**src/rtl/alu_seq_pkg.sv**
```systemverilog
// Shared types for the ALU register-file sequencer: command kinds, FSM states, data width.
// Pure declarations, no timing or flow-control behaviour of its own.
package alu_seq_pkg;

  localparam int DATA_W = 8;

  typedef enum logic [1:0] {
    COMPUTE = 2'd0,
    ACCUM   = 2'd1,
    SWAP    = 2'd2,
    READ    = 2'd3
  } cmd_kind_t;

  typedef enum logic [2:0] {
    S_IDLE = 3'd0,
    S_LDA  = 3'd1,
    S_LDB  = 3'd2,
    S_EXEC = 3'd3,
    S_SWP  = 3'd4,
    S_CAPT = 3'd5,
    S_RESP = 3'd6
  } seq_state_t;

endpackage

```
**src/rtl/alu_reg_sequencer.sv**
```systemverilog
// Sequences register-file strobes for one command, then returns captured A/B; result valid
// 5/4/3/2 edges after accept (COMPUTE/ACCUM/SWAP/READ); res_ready low holds the result, cmd_ready low.
module alu_reg_sequencer
  import alu_seq_pkg::*;
#(
  parameter int ALU_FUNC_W = 3
) (
  input  logic                  clk,
  input  logic                  reset_n,
  input  logic                  cmd_valid,
  output logic                  cmd_ready,
  input  logic [1:0]            cmd_kind,
  input  logic [DATA_W-1:0]     cmd_opa,
  input  logic [DATA_W-1:0]     cmd_opb,
  input  logic [ALU_FUNC_W-1:0] cmd_func,
  output logic [DATA_W-1:0]     data_in,
  output logic                  load_a,
  output logic                  load_b,
  output logic                  swap,
  output logic                  store,
  output logic [ALU_FUNC_W-1:0] alu_func,
  input  logic [DATA_W-1:0]     reg_a,
  input  logic [DATA_W-1:0]     reg_b,
  output logic                  res_valid,
  input  logic                  res_ready,
  output logic [DATA_W-1:0]     res_a,
  output logic [DATA_W-1:0]     res_b
);

  seq_state_t            state;
  logic [DATA_W-1:0]     opa_q;
  logic [DATA_W-1:0]     opb_q;
  logic [ALU_FUNC_W-1:0] func_q;

  // The command kind is recorded by the path taken out of IDLE, so no kind register is kept.
  always_ff @(posedge clk or negedge reset_n) begin
    if (!reset_n) begin
      state  <= S_IDLE;
      opa_q  <= '0;
      opb_q  <= '0;
      func_q <= '0;
      res_a  <= '0;
      res_b  <= '0;
    end else begin
      case (state)
        S_IDLE: begin
          if (cmd_valid) begin
            opa_q  <= cmd_opa;
            opb_q  <= cmd_opb;
            func_q <= cmd_func;
            case (cmd_kind)
              COMPUTE: state <= S_LDA;
              ACCUM:   state <= S_LDB;
              SWAP:    state <= S_SWP;
              default: state <= S_CAPT;
            endcase
          end
        end
        S_LDA:  state <= S_LDB;
        S_LDB:  state <= S_EXEC;
        S_EXEC: state <= S_CAPT;
        S_SWP:  state <= S_CAPT;
        S_CAPT: begin
          res_a <= reg_a;
          res_b <= reg_b;
          state <= S_RESP;
        end
        S_RESP: if (res_ready) state <= S_IDLE;
        default: state <= S_IDLE;
      endcase
    end
  end

  // Strobes decode straight from the state register so an async reset drops them at once.
  always_comb begin
    load_a    = 1'b0;
    load_b    = 1'b0;
    swap      = 1'b0;
    store     = 1'b0;
    data_in   = '0;
    cmd_ready = 1'b0;
    res_valid = 1'b0;
    alu_func  = func_q;
    case (state)
      S_IDLE: begin
        cmd_ready = 1'b1;
        alu_func  = '0;
      end
      S_LDA: begin
        load_a  = 1'b1;
        data_in = opa_q;
      end
      S_LDB: begin
        load_b  = 1'b1;
        data_in = opb_q;
      end
      S_EXEC: store     = 1'b1;
      S_SWP:  swap      = 1'b1;
      S_RESP: res_valid = 1'b1;
      default: ;
    endcase
  end

endmodule

```
**config.mk**
```make
export PLATFORM = sky130hd
export DESIGN_NAME = alu_reg_sequencer
export DESIGN_NICKNAME = d
export VERILOG_FILES = /design/src/rtl/alu_seq_pkg.sv /design/src/rtl/alu_reg_sequencer.sv
export SDC_FILE = /design/constraint.sdc
export NUM_CORES = 1
export LEC_CHECK = 0
export CORE_AREA = 10 10 79 81
export CTS_BUF_LIST = sky130_fd_sc_hd__clkbuf_16
export DETAILED_ROUTE_END_ITERATION = 8
export DIE_AREA = 0 0 89 91
export GPL_ROUTABILITY_DRIVEN = 0
export PLACE_DENSITY = 0.74
export SYNTH_ARGS = -nofsm -noshare
export SYNTH_HDL_FRONTEND = slang
export SYNTH_SLANG_ARGS = --single-unit
```
**constraint.sdc**
```tcl
create_clock -name clk -period 1.6 [get_ports clk]
set_clock_uncertainty 0.05 [all_clocks]
set_input_delay 0.32 -clock clk [delete_from_list [all_inputs] [get_ports clk]]
set_output_delay 0.32 -clock clk [all_outputs]
set_load 0.01 [all_outputs]
```
# Yosys cells after proc, flatten, opt, wreduce, memory -nomap -nowiden
# Cells that the tools add are included.
totals:
  output_inout_bits: 33
  reg_bits: 38
  word_cells: 33
  inputBits: 41
op_classes:
  muxes: 12
  reduce_logical: 5
  n_eq_ne: 10
op_table:
  columns: ["cell", "n"]
  rows:
  - ["$pmux 3 s6", 1]
  - ["$pmux 8 s2", 1]
  - ["$eq 3x3->1 const B", 3]
  - ["$mux 3", 3]
  - ["$pmux 3 s3", 1]
  - ["$eq 3x2->1 const B", 2]
  - ["$mux 1", 6]
  - ["$ne 2x2->1 const B", 2]
  - ["$reduce_and 2->1", 2]
  - ["$eq 3x1->1 const B", 1]
  - ["$logic_not 3->1", 1]
  - ["$eq 2x1->1 const B", 1]
  - ["$eq 2x2->1 const B", 1]
  - ["$logic_not 2->1", 1]
  - ["$reduce_or 2->1", 1]

# Longest topological paths before layout
logic_depth:
  ltp_word: 4
  depth_mapped: 6
  mapped_depth_nobuf: 5

# Least setup slack after synthesis
# OpenSTA, ideal clock, no wires.
synth_timing:
  kind: "flip-flop to flip-flop"
  start: "register state[0]"
  end: "register opa_q[0]"
  setup_time_ps: 125
  synth_period_minus_slack_ps: 1695
  t_required_ps: 1425
  arrival_ps: 1521
  setup_slack_ps: -95
  path_buffers: 3
  path_stages_with_launch: 7
  cell_sequence: "dfrtp_1 -> buf_6 -> nor3_4 -> and2_1 -> buf_4 -> buf_6 -> mux2_2"
synth_between:
  elab_chain_len: 2
synth_rtl:
  columns: ["item", "line_no", "text"]
  rows:
  - ["start: declaration", "alu_reg_sequencer.sv:30", "seq_state_t state;"]
  - ["start signal: assignment", "alu_reg_sequencer.sv:38", "state <= S_IDLE;"]
  - ["start signal: assignment", "alu_reg_sequencer.sv:52", "COMPUTE: state <= S_LDA;"]
  - ["start signal: assignment", "alu_reg_sequencer.sv:53", "ACCUM: state <= S_LDB;"]
  - ["$logic_not 3->1", "alu_reg_sequencer.sv:45", "case (state)"]
  - ["$reduce_and 2->1 (no line)", null, null]
  - ["end signal: assignment", "alu_reg_sequencer.sv:48", "opa_q <= cmd_opa;"]
  - ["end: declaration", "alu_reg_sequencer.sv:31", "logic [DATA_W-1:0] opa_q;"]
# No other way between the ends.
# A chain may end at the register's enable or synchronous reset.

# Worst setup path in the final report
layout_timing:
  start: "register state[2]"
  end: "output port data_in[3]"
layout_between:
  elab_chain_len: 2
  elab_cells_between_ends: 3
  cone_classes: "2 x eq/ne; 1 x mux"
layout_rtl:
  columns: ["item", "line_no", "text"]
  rows:
  - ["$eq 3x2->1 / $eq 3x1->1 (equally long branches)", "alu_reg_sequencer.sv:84", "case (state)"]
  - ["$pmux 8 s2 (*)", "alu_reg_sequencer.sv:84", null]
  - ["end: declaration", "alu_reg_sequencer.sv:16", "output logic [DATA_W-1:0] data_in,"]
# Mark *: on every way between the ends. The rest lies on a longest branch, timed or not.

==> flow_metrics.py <==
metrics = {
    "outcome": {
        "status": "finished with violations",
        "violations": "setup timing",
    },
    "floorplan": {
        "core.rowCount": 25,
        "die_y_um": 91,
        "dieArea_mm2": 0.008099,
        "start_util_pct": 37.45,
        "chipWidth_um": 89,
        "core_mm2": 0.004661,
        "ioPinCount": 74,
    },
    "yosys": {
        "synth_top_family_by_area": "multiplexers",
        "synth-xor-area-share_pct": 0,
        "yosys.area_share.simple_pct": 6.022,
        "synth_cells": 117,
        "synth_top_area_share_pct": 54.48,
        "synth_mux_area_share_pct": 24.73,
        "yosys_warnings": 0,
        "async_flop_share_pct": 100.0,
        "syn-num-nets": 161,
        "synth_seq_area_share_pct": 54.48,
        "synthAdderAreaFrac_pct": 2.151,
        "synth_cell_types": 26,
        "ys_seq_elements": 38,
        "synthTopCellsByArea": "dfrtp_1, mux2_2, mux2_4, a22o_1, buf_6",
        "synth-edff-count": 0,
        "synth_area_mm2": 0.001745,
        "postSynthAreaPerCell_um2": 14.92,
        "yosysTopAreaCell": "dfrtp_1",
        "synthFlopType": "dfrtp_1",
        "synth_compound_area_share_pct": 6.810,
    },
    "power": {
        "seqPwrFrac_pct": 29.8,
        "p_clk_share_pct": 14.7,
        "power.leakage_nw": 1.405,
        "combPwrFrac_pct": 55.5,
        "swShare_pct": 31.28,
        "p_switching_mw": 1.860,
        "totalPowerFinal_mw": 5.946,
        "powerDensity_mw_per_mm2": 1979,
        "p_int_mw": 4.086,
        "vdd.ir_drop.worst_mv": 1.060,
    },
    "clock_network": {
        "cts_tree": "yes",
        "cts.htree.levels": 2,
        "cts_buffer_depth": 2,
        "clock-sinks": 38,
        "clkSlewWorstSetupHoldPaths_ns": 0.05,
        "cts_buffers": 5,
        "clk_latency_ns": 0.27,
        "cts-root-buf": "clkbuf_16",
    },
    "setup_path": {
        "path_cells": "or2b_4, nor2_4, buf_4, a22o_1, buf_2",
        "setup.worst_path.end": "data_in[3]",
        "cp.required_ns": 1.23,
        "crit_family": "simple AND/OR/NAND/NOR gates",
        "crit_path_max_incr_delay_ns": 0.39,
        "reg2reg_from": "state[0]",
        "startpoint": "state[2]",
        "cp-start-kind": "flip-flop",
        "cp_slowest_cell": "dfrtp_1",
        "critical_path.max_fanout": 4,
        "path_buf_inv": 2,
        "crit_path_end_kind": "output pin",
        "arrival_ns": 1.49,
        "rr_worst_depth": 6,
        "path_class": "flip-flop to output pin",
        "r2r-end": "opa_q[2]",
        "r2r_setup_slack_ns": -0.14,
        "crit_cells": 5,
    },
    "global_route": {
        "grt.total_usage_pct": 12.63,
        "overflow": 0,
        "grt_max_degree": 21,
        "antenna_found_initial": 0,
        "grt_pass1_vias": 1452,
        "grt_pass1_wl_um": 8079,
    },
    "sta": {
        "drv_slew": 0,
        "worst_slack_ns": -0.2609,
        "setup_viol": 34,
        "finalCritPeriodShare_pct": 116.3,
        "maxSlewHeadroom_pct": 70.60,
        "rsz0062_at_grt": "yes",
        "timing.fmax_ghz": 0.5374,
        "hold_viol": 0,
        "tightest_slew_ns": 0.4410,
        "fin_crit_ns": 1.861,
    },
    "detailed_routing": {
        "wl_met3_um": 541,
        "wl_met1_um": 2095,
        "drt_wl_total_um": 5162,
        "ant_nets": 0,
        "vias_per_cell": 4.993,
        "top_layer_used": "met4",
        "dr.pass1.iters": 4,
        "dr_total_vias": 1363,
        "wl_met2_um": 2497,
        "drc": 0,
        "drt_iter0_markers": 38,
        "routedWlPerCell_um": 18.91,
    },
    "finish": {
        "final_cells": 273,
        "regArea_um2": 952.2,
        "synthToLayoutAreaGrowth_pct": 72.11,
        "num_antenna_cells": 0,
        "final_common_cell": "clkdlybuf4s50_1",
        "fillerInstances": 316,
        "multiInputGateArea_um2": 813.3,
        "final_cell_mix": "clkdlybuf4s50_1, dfrtp_1, mux2_4, buf_6, buf_4",
        "final_layout_size_suffix_gt1_share_pct": 44.75,
        "nets": 263,
        "postLayoutCoreUtil_pct": 64.46,
    },
    "hold_path": {
        "min_path_cells": 1,
        "min_path_type": "flip-flop to flip-flop",
    },
    "job": {
        "drv_cap": 0,
    },
    "place": {
        "placedCellCount": 247,
        "dpl.hpwl_um": 3421,
        "port_buffers": 73,
    },
}
## kinds of logic (layout without fill, tap and decap cells)
group,count (synthesis),in the layout
AOI/OAI and AO/OA,16,16
adders and majority gates,3,3
buffers and inverters,12,112
DFF,38,38
muxes,35,35
and+or+nand+nor,13,15
## registers in the layout, indices dropped and copies added (netlist names)
signal / cells
state: 3
opa_q: 8
res_a: 8
opb_q: 8
func_q: 3
res_b: 8
## routing by layer
metal / vias to the layer above / GRT usage [%]
met1: 669 / 15.13
met2: 66 / 20.20
met4: 0 / 2.255
met5: - / 0
met3: 4 / 6.077
li1: 624 / -
## timing repair
| item | 4_1_cts | 5_1_grt |
|---|---|---|
| hold endpoints to repair | 18 | 0 |
| hold buffers | 1 | 0 |
| cloned | 5 | 1 |
| endpoints found under the setup margin | 52 | 53 |
| setup buffers | 9 | 3 |
| resized for setup | 98 | 8 |
| pin swaps | 6 | 5 |
## worst reg2reg max path: stages (launching register included)
cell and delay, ns:
dfrtp_2 0.43, buf_6 0.14, nor3_4 0.21, and2_4 0.25, buf_12 0.13, buf_16 0.12
mux2_4 0.30
## cell type report
| class | instances | share of cell area, % |
|---|---|---|
| Timing Repair Buffer | 100 | 33.86 |
| Clock inverter | 2 | 0.2499 |
| Sequential cell | 38 | 31.70 |
| Inverter | 5 | 0.7080 |
| Clock buffer | 5 | 4.165 |
| Multi-Input combinational cell | 69 | 27.07 |
| Tap cell | 54 | 2.249 |
## worst min-delay path by stage
stage | end | start | slack, ns
floorplan | func_q[0] | reset_n | -0.03
global placement | res_b[7] | reset_n | 0.23
detailed placement | res_b[3] | reset_n | 0.25
CTS | res_a[7] | res_a[7] | 0.46
global route | res_a[7] | res_a[7] | 0.47
finish | res_a[6] | res_a[6] | 0.45
## synthesized netlist by cell type, types with 2 or more instances
library cell and instances:
a31oi_1 2, buf_6 4, buf_4 2, dfrtp_1 38
a21oi_1 2, mux2_2 25, o21ai_0 2, ha_1 3
mux2_4 10, a22o_1 8, nor2b_1 3, inv_1 4
## power groups by stage
stage | Clock [mW] | Combinational, mW | Sequential [mW]
after global placement | 0 | 2.69 | 1.74
final | 0.876 | 3.30 | 1.77
after floorplan | 0 | 1.49 | 1.79
after CTS | 0.907 | 3.17 | 1.76
after global routing | 0.953 | 3.51 | 1.83
after detailed placement | 0 | 2.74 | 1.76
## per-stage QoR
stage                     setup WS, ns  cell area (um2)  setup TNS, ns  hold WS, ns
after floorplan               -0.06865             1799         -1.089     -0.02559
after global placement         -0.3174             2601         -6.400       0.2296
after detailed placement       -0.3665             2601         -7.653       0.2485
after CTS                      -0.2870             2930         -3.578       0.4581
after global routing           -0.3491             3004         -6.034       0.4663
final                          -0.2609             3004         -4.197       0.4545
Note: power is estimated with default switching activity, not from simulation.
